--- src/rtl/booth_mul_seq_pkg.sv ---
// -----------------------------------------------------------------------------
// booth_mul_seq_pkg
//   Shared definitions for the sequential radix-4 Booth multiplier and its
//   digit recoder. The recoder is also intended for a future pipelined
//   multiplier, so the select encoding lives here rather than in either user.
//
//   Contents:
//     state_t      - controller state encoding (IDLE / RUN / DONE)
//     booth_sel_t  - symbolic Booth digit selection (ZERO, POS1, POS2, NEG1, NEG2)
//     booth_ctl_t  - decoded select bundle {neg, two, zero} driving the adder
//     sel_to_ctl() - maps a symbolic selection onto the control bundle
//     booth_iter() - number of Booth digits retired for a given operand width
// -----------------------------------------------------------------------------
package booth_mul_seq_pkg;

    // Controller states. The encoding is visible on the debug state output.
    typedef enum logic [1:0] {
        ST_IDLE = 2'd0,
        ST_RUN  = 2'd1,
        ST_DONE = 2'd2
    } state_t;

    // Symbolic selection for one radix-4 Booth digit.
    typedef enum logic [2:0] {
        SEL_ZERO = 3'd0,
        SEL_POS1 = 3'd1,
        SEL_POS2 = 3'd2,
        SEL_NEG1 = 3'd3,
        SEL_NEG2 = 3'd4
    } booth_sel_t;

    // Control bundle consumed by the adder:
    //   zero - addend is 0 (neg is forced low so no stray carry-in)
    //   two  - addend is 2*Mx instead of Mx
    //   neg  - addend is subtracted (invert plus carry-in)
    typedef struct packed {
        logic neg;
        logic two;
        logic zero;
    } booth_ctl_t;

    function automatic booth_ctl_t sel_to_ctl(input booth_sel_t sel);
        booth_ctl_t ctl;
        ctl = '{neg: 1'b0, two: 1'b0, zero: 1'b1};
        case (sel)
            SEL_POS1: ctl = '{neg: 1'b0, two: 1'b0, zero: 1'b0};
            SEL_POS2: ctl = '{neg: 1'b0, two: 1'b1, zero: 1'b0};
            SEL_NEG1: ctl = '{neg: 1'b1, two: 1'b0, zero: 1'b0};
            SEL_NEG2: ctl = '{neg: 1'b1, two: 1'b1, zero: 1'b0};
            default:  ctl = '{neg: 1'b0, two: 1'b0, zero: 1'b1};
        endcase
        return ctl;
    endfunction

    // One extra digit beyond WIDTH/2 so that zero-extended (unsigned)
    // operands whose MSB is set are still multiplied correctly.
    function automatic int booth_iter(input int width);
        return width / 2 + 1;
    endfunction

endpackage

--- src/rtl/booth_mul_seq_recode.sv ---
// -----------------------------------------------------------------------------
// booth_r4_recode
//   Purely combinational radix-4 Booth recoder. Takes the 3-bit overlapping
//   window {q[1], q[0], q_m1} and produces the adder control bundle.
//
//   Ports:
//     i_digit  in   3   Booth window {q[1], q[0], q_m1}
//     o_ctl    out  3   {neg, two, zero} select for the partial-product adder
// -----------------------------------------------------------------------------
module booth_r4_recode
    import booth_mul_seq_pkg::*;
(
    input  logic [2:0] i_digit,
    output booth_ctl_t o_ctl
);

    booth_sel_t w_sel;

    always_comb begin
        w_sel = SEL_ZERO;
        case (i_digit)
            3'b000:  w_sel = SEL_ZERO;
            3'b001:  w_sel = SEL_POS1;
            3'b010:  w_sel = SEL_POS1;
            3'b011:  w_sel = SEL_POS2;
            3'b100:  w_sel = SEL_NEG2;
            3'b101:  w_sel = SEL_NEG1;
            3'b110:  w_sel = SEL_NEG1;
            3'b111:  w_sel = SEL_ZERO;
            default: w_sel = SEL_ZERO;
        endcase
    end

    assign o_ctl = sel_to_ctl(w_sel);

endmodule

--- src/rtl/booth_mul_seq.sv ---
// -----------------------------------------------------------------------------
// booth_mul_seq
//   Sequential radix-4 Booth multiplier, WIDTH x WIDTH -> 2*WIDTH, signed or
//   unsigned per operation. One Booth digit (two multiplier bits) is retired
//   per clock through a single WIDTH+2-bit adder.
//
//   Handshake: start is only looked at in IDLE. The cycle in which start is
//   high at a rising edge while IDLE is the accept; operands and is_signed are
//   captured then and ignored afterwards. done is a single-cycle pulse in which
//   product/hi/lo are valid; they then hold until the next accept or clr.
//   start during RUN or DONE is dropped, not queued.
//
//   Ports:
//     clk           in   1         rising-edge clock
//     clr           in   1         synchronous active-high reset
//     start         in   1         operation request (IDLE only)
//     is_signed     in   1         1 = two's-complement operands
//     multiplicand  in   WIDTH     operand M
//     multiplier    in   WIDTH     operand Q
//     busy          out  1         high while in RUN
//     done          out  1         one-cycle completion pulse
//     product       out  2*WIDTH   result
//     hi            out  WIDTH     upper half of product
//     lo            out  WIDTH     lower half of product
//     dbg_state     out  2         current controller state
// -----------------------------------------------------------------------------
module booth_mul_seq
    import booth_mul_seq_pkg::*;
#(
    parameter int WIDTH = 32
)
(
    input  logic                 clk,
    input  logic                 clr,
    input  logic                 start,
    input  logic                 is_signed,
    input  logic [WIDTH-1:0]     multiplicand,
    input  logic [WIDTH-1:0]     multiplier,
    output logic                 busy,
    output logic                 done,
    output logic [2*WIDTH-1:0]   product,
    output logic [WIDTH-1:0]     hi,
    output logic [WIDTH-1:0]     lo,
    output logic [1:0]           dbg_state
);

    localparam int XW    = WIDTH + 2;
    localparam int ITER  = booth_iter(WIDTH);
    localparam int CNT_W = $clog2(ITER + 1);
    localparam logic [CNT_W-1:0] LAST_ITER = CNT_W'(ITER - 1);

    // ------------------------------------------------------------------
    // Registers
    // ------------------------------------------------------------------
    state_t               r_state;
    logic [XW-1:0]        r_mx;
    logic [XW-1:0]        r_acc;
    logic [XW-1:0]        r_q;
    logic                 r_q_m1;
    logic [CNT_W-1:0]     r_iter;
    logic [2*WIDTH-1:0]   r_product;

    // ------------------------------------------------------------------
    // Combinational signals
    // ------------------------------------------------------------------
    state_t               w_state_nxt;
    logic                 w_accept;
    logic                 w_last;
    booth_ctl_t           w_ctl;
    logic [XW-1:0]        w_addend;
    logic [XW-1:0]        w_opnd;
    logic [XW-1:0]        w_sum;
    logic [XW-1:0]        w_acc_nxt;
    logic [XW-1:0]        w_q_nxt;
    logic                 w_q_m1_nxt;
    logic [XW-1:0]        w_mx_ext;
    logic [XW-1:0]        w_qx_ext;

    assign w_accept = (r_state == ST_IDLE) && start;
    assign w_last   = (r_state == ST_RUN) && (r_iter == LAST_ITER);

    // Operand extension to WIDTH+2 bits. The two guard bits let 2*Mx be
    // formed by a plain left shift and keep the running sum's sign in the MSB.
    assign w_mx_ext = {{2{is_signed & multiplicand[WIDTH-1]}}, multiplicand};
    assign w_qx_ext = {{2{is_signed & multiplier[WIDTH-1]}},   multiplier};

    // ------------------------------------------------------------------
    // FSM: state register
    // ------------------------------------------------------------------
    always_ff @(posedge clk) begin
        if (clr) begin
            r_state <= ST_IDLE;
        end else begin
            r_state <= w_state_nxt;
        end
    end

    // ------------------------------------------------------------------
    // FSM: next-state logic
    // ------------------------------------------------------------------
    always_comb begin
        w_state_nxt = r_state;
        case (r_state)
            ST_IDLE: if (start)  w_state_nxt = ST_RUN;
            ST_RUN:  if (w_last) w_state_nxt = ST_DONE;
            ST_DONE: w_state_nxt = ST_IDLE;
            default: w_state_nxt = ST_IDLE;
        endcase
    end

    // ------------------------------------------------------------------
    // FSM: outputs
    // ------------------------------------------------------------------
    always_comb begin
        busy = 1'b0;
        done = 1'b0;
        case (r_state)
            ST_RUN:  busy = 1'b1;
            ST_DONE: done = 1'b1;
            default: begin
                busy = 1'b0;
                done = 1'b0;
            end
        endcase
    end

    // ------------------------------------------------------------------
    // Datapath: recode, add, shift
    // ------------------------------------------------------------------
    booth_r4_recode u_recode (
        .i_digit ({r_q[1], r_q[0], r_q_m1}),
        .o_ctl   (w_ctl)
    );

    always_comb begin
        w_addend = '0;
        if (!w_ctl.zero) begin
            w_addend = w_ctl.two ? {r_mx[XW-2:0], 1'b0} : r_mx;
        end
    end

    // Subtraction as invert plus carry-in keeps a single adder.
    assign w_opnd = w_addend ^ {XW{w_ctl.neg}};
    assign w_sum  = r_acc + w_opnd + {{(XW-1){1'b0}}, w_ctl.neg};

    // Arithmetic shift right by 2 of {sum, q, q_m1}.
    assign w_acc_nxt  = {{2{w_sum[XW-1]}}, w_sum[XW-1:2]};
    assign w_q_nxt    = {w_sum[1:0], r_q[XW-1:2]};
    assign w_q_m1_nxt = r_q[1];

    always_ff @(posedge clk) begin
        if (clr) begin
            r_mx   <= '0;
            r_acc  <= '0;
            r_q    <= '0;
            r_q_m1 <= 1'b0;
            r_iter <= '0;
        end else if (w_accept) begin
            r_mx   <= w_mx_ext;
            r_acc  <= '0;
            r_q    <= w_qx_ext;
            r_q_m1 <= 1'b0;
            r_iter <= '0;
        end else if (r_state == ST_RUN) begin
            r_acc  <= w_acc_nxt;
            r_q    <= w_q_nxt;
            r_q_m1 <= w_q_m1_nxt;
            r_iter <= r_iter + 1'b1;
        end
    end

    // ------------------------------------------------------------------
    // Result register. Loaded from the final shifted values on the edge
    // that leaves RUN, so it is valid during the done cycle and never
    // changes mid-operation.
    // ------------------------------------------------------------------
    always_ff @(posedge clk) begin
        if (clr) begin
            r_product <= '0;
        end else if (w_last) begin
            r_product <= {w_acc_nxt[WIDTH-3:0], w_q_nxt};
        end
    end

    assign product   = r_product;
    assign hi        = r_product[2*WIDTH-1:WIDTH];
    assign lo        = r_product[WIDTH-1:0];
    assign dbg_state = r_state;

endmodule

--- config.mk ---
export PLATFORM = sky130hd
export DESIGN_NAME = booth_mul_seq
export DESIGN_NICKNAME = d
export VERILOG_FILES = /design/src/rtl/booth_mul_seq_pkg.sv /design/src/rtl/booth_mul_seq_recode.sv /design/src/rtl/booth_mul_seq.sv
export SDC_FILE = /design/constraint.sdc
export NUM_CORES = 1
export LEC_CHECK = 0
export BUFFER_PORTS_ARGS = -buffer_cell sky130_fd_sc_hd__buf_2
export CELL_PAD_IN_SITES_DETAIL_PLACEMENT = 2
export CELL_PAD_IN_SITES_GLOBAL_PLACEMENT = 2
export CORE_MARGIN = 1
export CORE_UTILIZATION = 32
export CTS_CLUSTER_SIZE = 8
export DETAILED_ROUTE_END_ITERATION = 12
export PLACE_DENSITY = 0.88
export SETUP_SLACK_MARGIN = 0.1
export SLEW_MARGIN = 5
export SYNTH_ARGS = -nofsm -noshare
export SYNTH_HDL_FRONTEND = slang
export SYNTH_SLANG_ARGS = --single-unit
--- constraint.sdc ---
create_clock -name clk -period 6.35 [get_ports clk]
set_input_delay 1.27 -clock clk [delete_from_list [all_inputs] [get_ports clk]]
set_output_delay 1.27 -clock clk [all_outputs]
set_load 0.02 [all_outputs]
## Word-level counts from Yosys, hierarchy flattened

Memories as Yosys holds them, arrays and structs flattened.
Cells that the tools add are included.

- Flip-flop bits (word level): 171
- Bits in read-only memories: 24
- Input port bits: 68
- Output and inout bits: 132
- Memories: 1

- $add $sub $neg: 3
- Equal/unequal tests: 9
- Multiplexer cells: 10
- Bitwise logic cells: 3
- Reduce and logical (&&, ||, !) cells: 6

Memory list:

| name | words | width | read ports | clocked after Yosys merged registers in | wr ports | RTL line | RTL |
|---|---|---|---|---|---|---|---|
| (no name shown) | 8 | 3 | 1 | 0 | 0 | booth_mul_seq_recode.sv:21 | `case (i_digit)` |

Operators by type and width:

| cell | count |
|---|---|
| two-way mux 34 bit | 3 |
| adder 34 x 1 -> 34 bit | 1 |
| adder 34 bit | 1 |
| bitwise XOR 34 bit | 1 |
| two-way mux 33 bit | 1 |
| one-hot mux 3 bit (4 select lines) | 1 |
| == test 3 x 2 -> 1 bit (second input constant) | 2 |
| adder 5 x 1 -> 5 bit (second input constant) | 1 |
| == test 5 bit (second input constant) | 1 |
| two-way mux 2 bit | 2 |
| inequality test 2 bit (second input constant) | 2 |
| one-hot mux 2 bit (2 select lines) | 1 |
| == test 3 x 1 -> 1 bit (second input constant) | 1 |
| == test 3 bit (second input constant) | 1 |
| AND 1 bit | 2 |
| == test 2 x 1 -> 1 bit (second input constant) | 1 |
| == test 2 bit (second input constant) | 1 |
| logical AND 1 bit | 2 |
| zero test 2 bit | 1 |
| two-way mux 1 bit | 2 |
| AND reduction 2 bit | 1 |
| nonzero test 2 bit | 1 |
| OR reduction 2 bit | 1 |

## Logic depth before layout (Yosys ltp)

Gate-level depths: netlist of the first run.
An unclocked memory read counts as a cell.

- Depth in word-level cells: 10
- Gate-level depth with buffers: 18

## Cells and area by module

A second synthesis of the first run with hierarchy kept.

- Cell total of the unflattened synthesis: 1,207
- Area total of the unflattened synthesis: 9,386.5 um^2

Modules (own cells, without submodules):

| module | times used | cells each | area each (um^2) |
|---|---|---|---|
| booth_mul_seq | 1 | 1,195 | 9,298.9 |
| booth_r4_recode | 1 | 12 | 87.6 |

## Worst setup path after synthesis of the first run

OpenSTA, ideal clock, no wires.

- Path kind: reg2reg
- Start point: register r_q[0]
- End point: register r_acc[30]
- Arrival: 3,892 ps
- Required time: 6,202 ps
- Path slack: 2,309 ps
- Cell stages (with the launch flop): 18
- Buffers on the path: 1
- Period minus slack after synthesis: 4,041 ps
- Path through: dfxtp_1 -> inv_1 -> ha_1 -> xor2_1 -> nand2_1 -> o21ai_1 -> clkbuf_1 -> xnor2_1 -> ha_1 -> a21o_1 -> a221oi_2 -> o31a_2 -> nor3_1 -> o21a_1 -> o31a_1 -> o31ai_2 -> xor2_1 -> a211oi_1

- Word-level cells in the longest chain between the ends: 8
- Elaborated cells between the ends (all ways): 11

Ends and longest elaborated chain:

| what | RTL line | RTL |
|---|---|---|
| start, declared | booth_mul_seq.sv:58 | `logic [XW-1:0] r_q;` |
| start signal, assigned | booth_mul_seq.sv:161 | `r_q <= w_qx_ext;` |
| start signal, assigned | booth_mul_seq.sv:166 | `r_q <= w_q_nxt;` |
| memory read (8 x 3 bit) (*) | - |  |
| == test 3 bit, or another cell as far along | booth_mul_seq_pkg.sv:45 | `case (sel)` |
| one-hot mux 3 bit (4 select lines) (*) | booth_mul_seq_pkg.sv:45 |  |
| two-way mux 33 bit | booth_mul_seq.sv:138 | `w_addend = w_ctl.two ? {r_mx[XW-2:0], 1'b0} : r_mx;` |
| two-way mux 34 bit | booth_mul_seq.sv:137 | `if (!w_ctl.zero) begin` |
| bitwise XOR 34 bit | booth_mul_seq.sv:143 | `assign w_opnd = w_addend ^ {XW{w_ctl.neg}};` |
| adder 34 bit | booth_mul_seq.sv:144 | `assign w_sum = r_acc + w_opnd + {{(XW-1){1'b0}}, w_ctl.neg};` |
| adder 34 x 1 -> 34 bit (*) | booth_mul_seq.sv:144 |  |
| end signal, assigned | booth_mul_seq.sv:165 | `r_acc <= w_acc_nxt;` |
| end, declared | booth_mul_seq.sv:57 | `logic [XW-1:0] r_acc;` |

Mark *: on every way between the ends. The rest lies on a longest branch, timed or not.
A chain may end at the register's enable or synchronous reset.

## Final worst setup path of the first run

- Start point: register r_q_m1
- End point: register r_acc[28]

- Word-level cells in the longest chain between the ends: 8
- Elaborated cells between the ends (all ways): 11

Ends and longest elaborated chain:

| what | RTL line | RTL |
|---|---|---|
| start, declared | booth_mul_seq.sv:59 | `logic r_q_m1;` |
| start signal, assigned | booth_mul_seq.sv:167 | `r_q_m1 <= w_q_m1_nxt;` |
| memory read (8 x 3 bit) (*) | - |  |
| == test 3 bit, or another cell as far along | booth_mul_seq_pkg.sv:45 |  |
| one-hot mux 3 bit (4 select lines) (*) | booth_mul_seq_pkg.sv:45 |  |
| two-way mux 33 bit | booth_mul_seq.sv:138 |  |
| two-way mux 34 bit | booth_mul_seq.sv:137 |  |
| bitwise XOR 34 bit | booth_mul_seq.sv:143 |  |
| adder 34 bit | booth_mul_seq.sv:144 |  |
| adder 34 x 1 -> 34 bit (*) | booth_mul_seq.sv:144 |  |

Marked as above.

==> metrics.txt, run 1 <==
status complete, no violations; path type of the worst setup path flip-flop to flip-flop; Post-Synthesis Net Count 1244; DRT iter0 DRCs a little over 400; Worst slew margin 0.312; total leakage power approximately 4.4 nW; proportion of netlist area held by the largest area contributor 0.383; number of buffers inserted by port buffering between 150 and 200; maximum level of the CTS H-tree 4; top cells by area in the synthesized netlist dfxtp_1, nand2_1, a21oi_1, a22oi_1, buf_4; FF+latch count, synth roughly 170; final count of hold timing violations 0; achievable clock frequency 203 MHz; Post-Syn Area 8930 um^2; Num Clock Sinks approximately 170; cells along the critical path inv_1 -> ha_1 -> a21boi_4 -> a22oi_1 -> xnor2_1 -> fa_1 -> a21o_1 -> a221oi_2 -> o31a_2 -> nor3_1 -> o21a_1 -> o31a_1 -> o21ai_1 -> mux2i_1 -> nand2_1; final weighted congestion of routability-driven global placement between 0.8 and 0.9; DIE WIDTH between 150 and 200 um; Layout Area Growth over Synthesis 16.1%; leading cell types in the layout, fill and taps excluded nand2_1, buf_2, a21oi_1; total via count after detailed routing about 8600; number of distinct library cell variants in the gate-level netlist after synthesis 54; count of pins over their slew limit 0; Routed wire per std cell 19.4 um; Critical Path End Type flip-flop; layout cell share with drive strength beyond 1 0.212; slew at the pin closest to its max-slew limit between 1 and 1.5 ns; dominant delay contributor by cell family on the critical path compound AO/OA/AOI/OAI gates; number of antenna violations at the first check in global routing 1; nets@finish 1337; Vias/cell around 5.3; Max FO, Critical Path 35; CTS resizes 0; routed wire length on met2 between 15 and 20 mm; die area 28600 um^2; ratio of final minimum period to clock period 0.777; count of buffers added by post-CTS timing repair for setup 0; setup total negative slack 0 ns; largest buffer count on any clock path 2; hold-fix buffers at CTS 0; largest stage delay on the critical path around 0.84 ns; count of filler cells inserted in the layout ~3100; number of global-route vias before repair 9241; row count 60; insertion delay to the later sink of the worst-skew pair between 0.4 and 0.5 ns; I/O Pins 200; post-CTS clock slew at the launch and capture registers of the worst setup and hold paths ~0.09 ns; dominant cell type by area after synthesis dfxtp_1; share of flip-flops with an asynchronous set or reset after synthesis 0; Post-synth EDFFs 0; placed cells ~1600; most frequent standard cell in the layout excluding fill and tap cells nand2_1; slowest stage cell, crit path a21boi_4; Critical Path Source Type flip-flop; cell chosen for the clock root clkbuf_16; final period demand of the worst path 4.94 ns; prevailing post-synth register cell dfxtp_1; wire length of the first global-routing pass ~50 mm; Synth warnings 0; kind of path behind the tightest hold check flip-flop to flip-flop; count of TritonRoute iterations in the first routing pass 5; CTS tree yes; Seq/Total Area, Yosys 0.383; total global-route track usage 0.223; final number of setup-violating endpoints 0; required time worst endpoint 6.67 ns; number of instances in the synthesized netlist ~1100; met1 WL 13.3 mm; data arrival time at the worst-slack endpoint approximately 5.3 ns; total power density per cell area about 250 nW/um^2; CP Buf/Inv Count 1; post-detailed-placement half-perimeter wirelength 21.3 mm; pin count of the biggest net entering global routing 75; number of max-capacitance violations reported 0; unrepaired setup endpoints after global routing no; core area about 27000 um^2; Synth Area per Inst 7.84 um^2; post-detailed-route count of antenna-violating nets 0; uppermost signal routing layer after detailed routing met4; overall die height 169 um; remaining design rule violation count 0; worst supply voltage drop on vdd 0.000170 V; clock buffers created by TritonCTS 17; wire length reported by the detailed router 31.4 mm; starting utilization of the core area 0.329; largest clock skew in the final design 0.0232 ns; total met3 wirelength after detailed routing 1.10 mm; global-route congestion overflow total 0; post-route insts no fill approximately 1600
-- area by class of cell --
| type | count | area [um^2] | area share |
|---|---|---|---|
| Sequential cell | 171 | 3420 | 0.330 |
| Clock inverter | 15 | 195 | 0.0188 |
| Inverter | 9 | 33.8 | 0.00326 |
| Tap cell | 372 | 465 | 0.0449 |
| Clock buffer | 17 | 425 | 0.0410 |
| Timing Repair Buffer | 210 | 1080 | 0.104 |
| Multi-Input combinational cell | 823 | 4750 | 0.458 |
| Antenna cell | 1 | 2.50 | 0.000241 |
-- cell usage after synthesis (12+ instances only) --
master,number
a21oi_1,181
xor2_1,12
o21ai_0,16
a22oi_1,65
nor2_1,30
dfxtp_1,171
buf_4,64
xnor2_1,49
ha_1,36
nand2_1,289
a21o_1,27
clkbuf_1,63
nand3_1,17
-- layer usage --
layer / vias to the layer above / track usage
met4: 0 / 0.0830
met3: 62 / 0.0376
li1: 4027 / -
met1: 4264 / 0.259
met5: - / 0
met2: 216 / 0.406
-- where the power goes --
group | switching, mW | internal (mW) | total (mW) | leakage (nW)
combinational | 0.230 | 0.115 | 0.346 | 2.72
sequential | 0.0317 | 1.11 | 1.14 | 1.39
clock | 0.533 | 0.572 | 1.10 | 0.303
-- logic make-up after synthesis --
family,share of synthesized area
XOR/XNOR,0.0598
buffers and inverters,0.0881
multiplexers,0.00224
adder cells (fa/ha/maj),0.0527
AND/OR/NAND/NOR,0.176
flip-flops,0.383
AO/OA/AOI/OAI,0.238
-- worst reg2reg max path: cells and delay by family (launching register included) --
kind,cells,cell delay [ns]
AO/OA/AOI/OAI,8,2.88
XOR/XNOR,1,0.23
adder cells (fa/ha/maj),2,0.84
buffers and inverters,1,0.06
flip-flops,1,0.36
multiplexers,1,0.26
AND/OR/NAND/NOR,2,0.18
-- sequential cells by signal (all words and copies together), names as in the netlist --
name and cells:
dbg_state 2, product 64, r_acc 32, r_iter 5
r_mx 33, r_q 34, r_q_m1 1
-- worst paths after layout --
| check | startpoint | to | slack [ns] | depth (start not counted) |
|---|---|---|---|---|
| max | r_q_m1 | r_acc[28] | 1.41 | 15 |
| max reg2reg | r_q_m1 | r_acc[28] | 1.41 | 15 |
| min | r_q[25] | product[23] | 0.45 | 2 |
| min reg2reg | r_q[25] | product[23] | 0.45 | 2 |
-- through the flow --
step / util / setup WS, ns / instance area (um^2) / total power [mW] / hold WS (ns)
global placement: 0.359 / 1.89 / 9750 / 1.48 / 0.448
floorplan: - / 2.31 / 8930 / 1.38 / 0.438
global route: 0.382 / 1.14 / 10400 / 2.70 / 0.483
CTS: 0.382 / 1.39 / 10400 / 2.62 / 0.460
finish: 0.382 / 1.41 / 10400 / 2.59 / 0.454
detailed placement: 0.359 / 1.60 / 9750 / 1.50 / 0.459
Note: power is estimated with default switching activity, not from simulation.
==> run 2: changes to the inputs <==
Settings changed: CORE_UTILIZATION 32 to 31, PLACE_DENSITY 0.88 to 0.86.
Clock period 6.35 ns to 4.7 ns, I/O delays scaled along.
==> metrics.txt, run 2 (synthesized netlist as in run 1, its figures left out) <==
status complete, no violations; CTS tree yes; data arrival time at the worst-slack endpoint 4.66 ns (-0.60 ns); Routed wire per std cell 19.0 um (-2.1%); pin count of the biggest net entering global routing 86 (+15%); Num Clock Sinks 171 (unchanged); leading cell types in the layout, fill and taps excluded nand2_1, buf_2, a21oi_1; total power density per cell area 336 nW/um^2 (+35%); overall die height 172 um (+1.6%); final number of setup-violating endpoints 0 (unchanged); post-detailed-route count of antenna-violating nets 0 (unchanged); count of TritonRoute iterations in the first routing pass 4 (-1); hold-fix buffers at CTS 0 (unchanged); DIE WIDTH 172 um (+1.6%); Worst slew margin 0.399 (+0.0871); total leakage power 4.45 nW (+0.80%); number of antenna violations at the first check in global routing 1 (unchanged); nets@finish 1344 (+0.52%); final period demand of the worst path 4.30 ns (-0.636 ns); number of global-route vias before repair 9188 (-0.57%); clock buffers created by TritonCTS 17 (unchanged); wire length of the first global-routing pass 48.7 mm (-2.6%); number of max-capacitance violations reported 0 (unchanged); most frequent standard cell in the layout excluding fill and tap cells nand2_1; final count of hold timing violations 0 (unchanged); DRT iter0 DRCs 412 (+1.5%); post-detailed-placement half-perimeter wirelength 21.0 mm (-1.4%); row count 61 (+1.7%); number of buffers inserted by port buffering 199 (unchanged); path type of the worst setup path flip-flop to flip-flop; worst supply voltage drop on vdd 0.000202 V (+18%); total via count after detailed routing 8476 (-1.1%); required time worst endpoint 5.06 ns (-1.61 ns); Layout Area Growth over Synthesis 17.2%; ratio of final minimum period to clock period 0.915 (+0.138); count of pins over their slew limit 0 (unchanged); Max FO, Critical Path 12 (-66%); largest buffer count on any clock path 2 (unchanged); cell chosen for the clock root clkbuf_16; achievable clock frequency 233 MHz (+15%); Vias/cell 5.20 (-1.9%); layout cell share with drive strength beyond 1 0.217 (+0.00520); global-route congestion overflow total 0 (unchanged); remaining design rule violation count 0 (unchanged); Critical Path End Type flip-flop; core area 28100 um^2 (+3.4%); kind of path behind the tightest hold check flip-flop to flip-flop; final weighted congestion of routability-driven global placement 0.814 (-0.50%); setup total negative slack 0 ns (unchanged); die area 29500 um^2 (+3.2%); count of filler cells inserted in the layout 3301 (+5.6%); Largest register FFs 64 (unchanged); I/O Pins 200 (unchanged); final standard cell utilization of the core 0.373 (-0.00904); largest clock skew in the final design 0.0146 ns (-0.00864 ns); maximum level of the CTS H-tree 4 (unchanged); starting utilization of the core area 0.318 (-0.0107); post-CTS clock slew at the launch and capture registers of the worst setup and hold paths 0.08 ns (about the same); Critical Path Source Type flip-flop; wire length reported by the detailed router 31.0 mm (-1.4%); Reg2Reg Setup Slack 0.40 ns (-1.01 ns); slew at the pin closest to its max-slew limit 0.902 ns (-0.128 ns); insertion delay to the later sink of the worst-skew pair 0.45 ns (about the same); unrepaired setup endpoints after global routing no; total global-route track usage 0.213 (-0.00968)
-- run 2: cell types whose count changed in the layout (fill, tap and decap cells not counted), sizes merged --
cell,before,now
inv,17,18
buf,210,216
bufinv,1,0
a21boi,3,4
-- run 2: metrics by stage --
| step | setup WS [ns] | power (mW) | hold slack (ns) | area (um^2) | std cells |
|---|---|---|---|---|---|
| floorplan | 0.659 | 1.87 | 0.438 | 8930 | 1139 |
| global placement | 0.419 | 2.01 | 0.448 | 9780 | 1594 |
| detailed placement | 0.114 | 2.03 | 0.458 | 9780 | 1594 |
| CTS | 0.162 | 3.54 | 0.470 | 10400 | 1627 |
| global route | 0.131 | 3.66 | 0.492 | 10500 | 1631 |
| finish | 0.399 | 3.52 | 0.469 | 10500 | 1631 |
-- run 2: timing repair --
item / 4_1_cts / 5_1_grt
setup buffers: 0 / 3
endpoints found under the setup margin: 3 / 9
gates resized for setup: 0 / 3
gates cloned: 1 / 0
-- run 2: critical path, stage by stage (launching register included) --
cell and delay [ns]:
dfxtp_1 0.38, inv_1 0.06, ha_2 0.42, xor2_1 0.17
nand2_1 0.11, o21ai_4 0.09, buf_4 0.26, xnor2_1 0.17
fa_1 0.48, a21o_1 0.24, a221oi_4 0.29, o31a_2 0.23
nor3_1 0.08, o21a_1 0.23, o31a_1 0.35, o31ai_2 0.29
xor2_1 0.10, a211oi_1 0.24
-- run 2: final timing paths --
| check | from | end | cells after the start |
|---|---|---|---|
| max | r_q[0] | r_acc[30] | 17 |
| min | product[22] | product[22] | 2 |
| max reg2reg | r_q[0] | r_acc[30] | 17 |
| min reg2reg | product[22] | product[22] | 2 |
-- run 2: power by group --
part / switching [mW] / internal (mW)
Sequential: 0.0445 / 1.50
Clock: 0.759 / 0.740
Combinational: 0.314 / 0.163
-- run 2: per-layer routing --
metal	global-route usage	wire length, um	vias to the layer above
li1	-	-	4048
met1	0.251	13300	4195
met2	0.383	15900	177
met3	0.0301	886	56
met4	0.0904	913	0
met5	0	0	-
-- run 2: cell type report --
type	instances	area, um^2	area share
sequential	171	3420	0.327
inverter	9	33.8	0.00323
tap	378	473	0.0452
multi-input combinational	824	4780	0.457
antenna	1	2.50	0.000239
timing repair buffer	216	1130	0.108
clock inverter	15	204	0.0195
clock buffer	17	425	0.0406
==> run 3: changes to the inputs <==
Clock period 4.7 ns to 4.5 ns, I/O delays scaled along.
==> metrics.txt, run 3 (synthesized netlist as in run 1, its figures left out) <==
cell-internal power 2.55 mW (+6.4%); count of TritonRoute iterations in the first routing pass 6 (+2); switching portion of total power 0.313 (-0.00484); number of cells traversed by the worst hold path 2 (unchanged); wire length reported by the detailed router 32.4 mm (+4.7%); remaining design rule violation count 0 (unchanged); net switching power 1.16 mW (+4.0%); overall die height 172 um (unchanged); pin count of the biggest net entering global routing 85 (-1.2%); post-CTS clock slew at the launch and capture registers of the worst setup and hold paths 0.08 ns (about the same); count of pins over their slew limit 0 (unchanged); row count 61 (unchanged); number of max-capacitance violations reported 0 (unchanged); final weighted congestion of routability-driven global placement 0.828 (+1.8%); total leakage power 4.49 nW (+0.89%); worst flop-to-flop path endpoint r_acc[30]; Reg2Reg Setup Slack 0.29 ns (-0.11 ns); data arrival time at the worst-slack endpoint 4.56 ns (-0.10 ns); final count of hold timing violations 0 (unchanged); crit path launch r_q_m1; storage element area 3420 um^2 (about the same); kind of path behind the tightest hold check flip-flop to flip-flop; final number of setup-violating endpoints 0 (unchanged); placed cells 1596 (+0.13%); Routed wire per std cell 19.9 um (+4.5%); total global-route track usage 0.221 (+0.00764); achievable clock frequency 237 MHz (+2.1%); nets@finish 1347 (+0.22%); unrepaired setup endpoints after global routing no; count of filler cells inserted in the layout 3325 (+0.73%); Critical Path Source Type flip-flop; DIE WIDTH 172 um (unchanged); crit path capture r_acc[30]; starting utilization of the core area 0.318 (unchanged); slew at the pin closest to its max-slew limit 0.989 ns (+0.0873 ns); final period demand of the worst path 4.21 ns (-0.0868 ns); area taken by multi-input logic gates 4810 um^2 (+0.60%); worst supply voltage drop on vdd 0.000262 V (+30%); required time worst endpoint 4.84 ns (-0.22 ns); number of antenna violations at the first check in global routing 1 (unchanged); clock buffers created by TritonCTS 17 (unchanged); path type of the worst setup path flip-flop to flip-flop; total power density per cell area 352 nW/um^2 (+4.7%); DRT iter0 DRCs 341 (-17%); CTS tree yes; Critical Path End Type flip-flop; cell chosen for the clock root clkbuf_16; Layout Area Growth over Synthesis 18.2%; global-route congestion overflow total 0 (unchanged); Largest register FFs 64 (unchanged); insertion delay to the later sink of the worst-skew pair 0.45 ns (about the same); number of global-route vias before repair 9124 (-0.70%); post-detailed-route count of antenna-violating nets 0 (unchanged); ratio of final minimum period to clock period 0.936 (+0.0214); largest clock skew in the final design 0.0260 ns (+0.0114 ns); share of power burned in registers 0.434 (-0.004); Comb pwr share 0.138 (+0.002); wire length of the first global-routing pass 50.4 mm (+3.5%); setup total negative slack 0 ns (unchanged); depth of the most critical reg-to-reg path 17 (unchanged); post-route insts no fill 1634 (+0.18%); Num Clock Sinks 171 (unchanged); Worst slew margin 0.339 (-0.0598); number of buffers inserted by port buffering 199 (unchanged); die area 29500 um^2 (unchanged); total via count after detailed routing 8595 (+1.4%); post-detailed-placement half-perimeter wirelength 21.7 mm (+3.2%); core area 28100 um^2 (unchanged); largest buffer count on any clock path 2 (unchanged); hold-fix buffers at CTS 0 (unchanged); status complete, no violations; Vias/cell 5.26 (+1.2%); Max FO, Critical Path 12 (unchanged); layout cell share with drive strength beyond 1 0.223 (+0.00586); most frequent standard cell in the layout excluding fill and tap cells nand2_1; leading cell types in the layout, fill and taps excluded nand2_1, buf_2, a21oi_1; Clk pwr share 0.428 (+0.002); I/O Pins 200 (unchanged); maximum level of the CTS H-tree 4 (unchanged); Reg2Reg Launch Point r_q_m1
-- run 3: cell types whose count changed in the layout (fill, tap and decap cells not counted), sizes merged --
cell and change:
inv +1, buf +2, clkbuf +1, bufinv +1, clkinv -2
-- run 3: how the worst min path moves through the flow --
stage                   start           to  slack [ns]
global route          r_q[26]  product[24]        0.49
CTS                    r_q[3]   product[1]        0.47
floorplan           r_acc[28]    r_acc[28]        0.44
finish                 r_q[3]   product[1]        0.47
detailed placement   r_acc[7]     r_acc[7]        0.46
global placement    r_acc[24]    r_acc[24]        0.45
-- run 3: repair_timing --
item                       CTS  global route
setup buffers                2             1
setup endpoints to repair   13            17
gates cloned                 1             1
gates resized for setup      6             9
pin swaps                    0             3
-- run 3: area by class of cell --
class                      count  area share
multi-input combinational    824       0.455
sequential                   171       0.324
timing repair buffer         219       0.114
tap                          378      0.0448
clock buffer                  17      0.0403
clock inverter                15      0.0180
inverter                       9     0.00320
antenna                        1    0.000237
-- run 3: power by group through the flow --
stage               combinational [mW]  clock [mW]  sequential [mW]
finish                           0.514        1.59             1.61
global route                     0.560        1.69             1.62
CTS                              0.503        1.63             1.61
detailed placement               0.479           0             1.64
global placement                 0.457           0             1.64
floorplan                        0.325           0             1.63
-- run 3: critical path, cell delays in order (launching register included) --
cell      delay, ns
dfxtp_1        0.39
inv_1          0.09
ha_4           0.32
xor2_1         0.16
nand2_1        0.10
o21ai_4        0.16
buf_12         0.21
xnor2_1        0.10
ha_1           0.45
and3_1         0.30
a221oi_4       0.10
o31a_2         0.35
nor3_1         0.36
o21a_1         0.30
o31a_1         0.25
o31ai_2        0.10
xor2_1         0.15
a211oi_1       0.23
-- run 3: routing by layer --
layer / routed length (um) / global-route usage / vias up
li1: - / - / 4049
met1: 13800 / 0.260 / 4287
met2: 16600 / 0.396 / 200
met3: 1080 / 0.0324 / 59
met4: 905 / 0.0935 / 0
met5: 0 / 0 / -
-- run 3: metrics by stage --
stage | instance area [um^2] | hold WS [ns] | total power [mW] | utilization | worst slack, ns
after floorplan | 8930 | 0.438 | 1.95 | - | 0.459
after global placement | 9800 | 0.447 | 2.10 | 0.349 | 0.281
after detailed placement | 9800 | 0.456 | 2.12 | 0.349 | 0.0147
after CTS | 10500 | 0.468 | 3.74 | 0.373 | 0.0954
after global routing | 10600 | 0.493 | 3.87 | 0.376 | 0.0818
final | 10600 | 0.466 | 3.72 | 0.376 | 0.286
